**config.mk**
```make
export PLATFORM = sky130hd
export DESIGN_NAME = apb_master_bridge
export DESIGN_NICKNAME = d
export VERILOG_FILES = /design/src/rtl/apb_pkg.sv /design/src/rtl/apb_wait_timer.sv /design/src/rtl/apb_master_bridge.sv
export SDC_FILE = /design/constraint.sdc
export NUM_CORES = 1
export LEC_CHECK = 0
export ABC_AREA = 1
export CAP_MARGIN = 25
export CELL_PAD_IN_SITES_DETAIL_PLACEMENT = 1
export CELL_PAD_IN_SITES_GLOBAL_PLACEMENT = 1
export CORE_MARGIN = 2
export CORE_UTILIZATION = 31
export CTS_CLUSTER_SIZE = 40
export DETAILED_ROUTE_END_ITERATION = 10
export GPL_ROUTABILITY_DRIVEN = 0
export PLACE_DENSITY = 0.81
export SLEW_MARGIN = 30
export SYNTH_ARGS = -nofsm -noshare
export SYNTH_HDL_FRONTEND = slang
export SYNTH_SLANG_ARGS = --single-unit
```
**constraint.sdc**
```tcl
create_clock -name PCLK -period 2.12 [get_ports PCLK]
set_input_delay 0.424 -clock PCLK [delete_from_list [all_inputs] [get_ports PCLK]]
set_output_delay 0.424 -clock PCLK [all_outputs]
set_load 0.05 [all_outputs]
```
**src/rtl/apb_pkg.sv**
```systemverilog
// apb_pkg: shared APB bus widths, bridge state encoding and the latched command record
package apb_pkg;
  localparam int PADDR_SIZE = 4;
  localparam int PDATA_SIZE = 8;
  typedef enum logic [1:0] {IDLE, SETUP, ACCESS, RESP} state_t;
  typedef struct packed {
    logic                    write;
    logic [PADDR_SIZE-1:0]   addr;
    logic [PDATA_SIZE-1:0]   wdata;
    logic [PDATA_SIZE/8-1:0] strb;
  } cmd_t;
endpackage

```
**src/rtl/apb_wait_timer.sv**
```systemverilog
// apb_wait_timer: saturating count of PREADY-low ACCESS cycles; expired flags the cycle that hits the limit
module apb_wait_timer #(
  parameter int TIMEOUT_CYCLES = 16
) (
  input  logic clk,
  input  logic rst,
  input  logic clr,
  input  logic en,
  output logic expired
);
  localparam int W = TIMEOUT_CYCLES > 0 ? $clog2(TIMEOUT_CYCLES + 1) : 1;
  logic [W-1:0] cnt;
  always_ff @(posedge clk) begin
    if (rst || clr) cnt <= '0;
    else if (en && cnt != '1) cnt <= cnt + 1'b1;
  end
  assign expired = TIMEOUT_CYCLES != 0 && en && int'(cnt) + 1 >= TIMEOUT_CYCLES;
endmodule

```
**src/rtl/apb_master_bridge.sv**
```systemverilog
// apb_master_bridge: valid/ready command stream to APB SETUP/ACCESS transfers with a wait-state watchdog
// The command record uses the apb_pkg widths, so PADDR_SIZE/PDATA_SIZE overrides must follow the package.
module apb_master_bridge import apb_pkg::*; #(
  parameter int PADDR_SIZE     = apb_pkg::PADDR_SIZE,
  parameter int PDATA_SIZE     = apb_pkg::PDATA_SIZE,
  parameter int TIMEOUT_CYCLES = 16
) (
  input  logic                    PCLK,
  input  logic                    PRESET,
  input  logic                    cmd_valid,
  output logic                    cmd_ready,
  input  logic                    cmd_write,
  input  logic [PADDR_SIZE-1:0]   cmd_addr,
  input  logic [PDATA_SIZE-1:0]   cmd_wdata,
  input  logic [PDATA_SIZE/8-1:0] cmd_strb,
  output logic                    rsp_valid,
  input  logic                    rsp_ready,
  output logic [PDATA_SIZE-1:0]   rsp_rdata,
  output logic                    rsp_err,
  output logic                    rsp_timeout,
  output logic                    PSEL,
  output logic                    PENABLE,
  output logic                    PWRITE,
  output logic [PADDR_SIZE-1:0]   PADDR,
  output logic [PDATA_SIZE/8-1:0] PSTRB,
  output logic [PDATA_SIZE-1:0]   PWDATA,
  input  logic [PDATA_SIZE-1:0]   PRDATA,
  input  logic                    PREADY,
  input  logic                    PSLVERR
);
  state_t state, nxt;
  cmd_t   cur;
  logic   expired;
  apb_wait_timer #(.TIMEOUT_CYCLES(TIMEOUT_CYCLES)) u_timer (
    .clk(PCLK),
    .rst(PRESET),
    .clr(state != ACCESS),
    .en(state == ACCESS && !PREADY),
    .expired(expired)
  );
  always_ff @(posedge PCLK) state <= PRESET ? IDLE : nxt;
  always_comb begin
    nxt = state;
    nxt = state == IDLE   ? (cmd_valid ? SETUP : IDLE) :
          state == SETUP  ? ACCESS :
          state == ACCESS ? (PREADY || expired ? RESP : ACCESS) :
                            (rsp_ready ? IDLE : RESP);
  end
  // APB address/data come straight from the command register, so they hold through ACCESS
  assign PWRITE = cur.write;
  assign PADDR  = cur.addr;
  assign PWDATA = cur.wdata;
  assign PSTRB  = cur.strb;
  always_ff @(posedge PCLK) begin
    if (PRESET) begin
      cur         <= '0;
      cmd_ready   <= 1'b1;
      rsp_valid   <= 1'b0;
      rsp_rdata   <= '0;
      rsp_err     <= 1'b0;
      rsp_timeout <= 1'b0;
      PSEL        <= 1'b0;
      PENABLE     <= 1'b0;
    end else begin
      cmd_ready <= nxt == IDLE;
      PSEL      <= nxt == SETUP || nxt == ACCESS;
      PENABLE   <= nxt == ACCESS;
      rsp_valid <= nxt == RESP;
      if (state == IDLE && cmd_valid)
        cur <= '{write: cmd_write, addr: cmd_addr,
                 wdata: cmd_write ? cmd_wdata : '0, strb: cmd_write ? cmd_strb : '0};
      if (state == ACCESS && (PREADY || expired)) begin
        rsp_rdata   <= PREADY && !cur.write ? PRDATA : '0;
        rsp_err     <= PREADY ? PSLVERR : 1'b1;
        rsp_timeout <= !PREADY;
      end
    end
  end
endmodule

```
==> results.md <==
- PD cells: 734 mW/mm2
- Ranking of synthesized cells by area: dfxtp_1 45%, nand2_1 9.2%, nor2_1 6.3%
- Crit-path slowest cell: clkdlybuf4s50_1
- Peak VDD IR: 363 uV
- CP startpoint kind: flip-flop
- Antenna Cells: 0
- Maximum clock frequency: about 510 MHz
- Util after Layout: 0.470
- Die area: ~0.0056 mm2
- H-tree Lvls: 2
- Syn avg cell area: between 7 and 8 um2
- Non-Filler Instances: 324
- Post-synth top area share: 0.450
- P&R area growth vs syn: 44.5%
- Setup Skew: between 2 and 2.5 ps
- Top Family by Delay on Critical Path: buffers and inverters
- Dpl hpwl: approximately 2800 um
- Worst slack at placement: 197 ps
- CP peak stage delay: 850 ps
- First-pass GRT wire length: ~6500 um
- Critical-path cell list: clkdlybuf4s50_1
- Wire per inst: 12.1 um
- Fin. Hold Viols: 0
- Crit path required time: between 1500 and 2000 ps
- I/O pins: 56
- CP endpoint: PWRITE
- Post-layout minimum cycle time: 1950 ps
- Critical path launch point: PWRITE
- Sequential area share after synthesis: 0.450
- Gate Count Post-Synth: 197
- 1st-iter DRT viols: 39
- Slew HR: 0.646
- Worst-Skew Late Latency: 280 ps
- Hold Slack: roughly 470 ps
- # DRC: 0
- Horiz. Die Dim: approximately 75 um
- Pwr Total: approximately 1.7 mW
- R2R cell count: 10
- Worst slew pin tran: between 500 and 600 ps
- Placed Instances: about 320
- Post-DR vias/cell: around 4.5
- Fin. max-slew vios: 0
- Final setup margin: roughly 170 ps
- Tot GR Track Use: 0.153
- Starting Density: 0.325
- Vias in the first global route: ~1500
- CTS Buffer Depth: 2
- Hold buffer count at CTS: 0
- Pin count of the biggest net entering global routing: 20
- Cell variety after synth: 25
- CTS tree: built
- WS Path Type: flip-flop to primary output
- CTS buffer count: 5
- Levels on crit path: 1
- Vias: 1445
- Mapped cell area: 0.00156 mm2
- Nets: 289
- Footprint of the multi-input gates: roughly 730 um2
- CP max FO: 3
- Hold Path Class: flip-flop to flip-flop
- Initial antenna violation count: 0
- Root Driver: clkbuf_8
- Crit path DAT: between 1500 and 2000 ps
- Most common cell after layout, fill and taps aside: clkdlybuf4s50_1
- Design Area, Final: 0.00225 mm2
- CP endpoint kind: primary output
- Reg-to-reg startpoint: u_timer.cnt[0]
- Max_cap viols: 0
- Floorplan core area: 0.00479 mm2
- Synth area leader: dfxtp_1
- Final ANT Viol Nets: 0
- Synthesis Warnings: 0
- Setup Fix Bufs, Post-CTS: 0
- Filler Cell Count: between 500 and 600
- Setup violators final: 0
- Final period util: 0.920
- Synthesized flop and latch total: 35
- RSZ-0062 raised after global routing: no
- Layout cells sized above 1: 0.156
- Clock transition at path regs: around 70 ps
- Placed inst area: 0.00217 mm2
- CTS sink count: 35
- Grt ovf: 0
- Commonest cells after routing, fill and taps aside: 55 x clkdlybuf4s50_1, 38 x nand2_1, 35 x dfxtp_1
- Reg2reg end: PSEL
- DRT Wirelength: 3930 um
- R2R Setup Slk: about 320 ps
- Leakage: 0.897 nW
- Detailed-router iteration count before antenna repair: 4
- Port Buffers: 55
- Die H: around 75 um
- Rows: 25
- Status: finished clean
- Sequential Area: between 700 and 800 um2
- CP bufs+invs: 1
- Syn nets: between 200 and 250
- TNS Setup: 0 ps
cell type report:
cell class | count | share of cell area
multi-input cells | 135 | 0.322
flip-flops and latches | 35 | 0.311
repair buffers | 60 | 0.261
well taps | 67 | 0.0372
clock buffers | 7 | 0.0339
inverters | 19 | 0.0317
clock inverters | 1 | 0.00222
power by group:
part / internal (mW) / switching, mW
registers: 0.702 / 0.0238
clock network: 0.231 / 0.235
logic: 0.172 / 0.288
per-layer routing:
layer	track usage	vias up	part of all wire	wire length, um
li1	-	741	-	-
met1	0.181	652	0.43	1690
met2	0.251	47	0.47	1830
met3	0.0616	5	0.093	366
met4	0.0536	0	0.0092	36
met5	0	-	0	0
registers in the layout (all words and copies together) (netlist names):
signal	cells
rsp_rdata	8
rsp_timeout	1
PWRITE	1
PSEL	1
cmd_ready	1
PENABLE	1
u_timer.cnt	5
state	2
PADDR	4
rsp_valid	1
rsp_err	1
PWDATA	8
PSTRB	1
synthesized netlist by cell type:
cell type,instances
buf_1,1
clkbuf_1,1
inv_2,6
or2_2,1
a21oi_2,9
nand3_2,2
buf_2,3
or2_1,1
o21ai_0,8
buf_4,1
nand3_4,1
nand3_1,18
buf_12,1
inv_1,13
nor2_1,26
dfxtp_1,35
ha_1,5
nand2_2,3
nor2_2,3
a21oi_1,16
nand2_4,1
clkbuf_8,1
nor2_4,2
xor2_1,1
nand2_1,38
cell families (layout without fill, tap and decap cells):
kind of cell / after synthesis / after routing / synth area share
adders and majority gates: 5 / 5 / 0.0402
xor gates and xnor gates: 1 / 1 / 0.00562
buffers and inverters: 27 / 87 / 0.0867
and+or+nand+nor: 96 / 96 / 0.290
DFF: 35 / 35 / 0.450
AOI/OAI and AO/OA: 33 / 33 / 0.128
worst min path at each step:
stage	from	end	slack [ps]	cells past startpoint
finish	PWDATA[5]	PWDATA[5]	470	2
global route	PWDATA[3]	PWDATA[3]	490	2
CTS	PWDATA[5]	PWDATA[5]	470	2
detailed placement	PWDATA[5]	PWDATA[5]	460	2
global placement	PSTRB	PSTRB	450	2
floorplan	u_timer.cnt[0]	u_timer.cnt[0]	480	2
tightest hold or removal path, delay by kind of cell (launching register included):
kind	cells	cell delay, ps
flops	1	310
compound gates	1	50
simple gates	1	60
timing repair:
action | CTS | global route
setup endpoints to repair | 0 | 2
resized for setup | 0 | 1
hold endpoints to repair | 0 | 0
(Power assumes the default switching activity.)
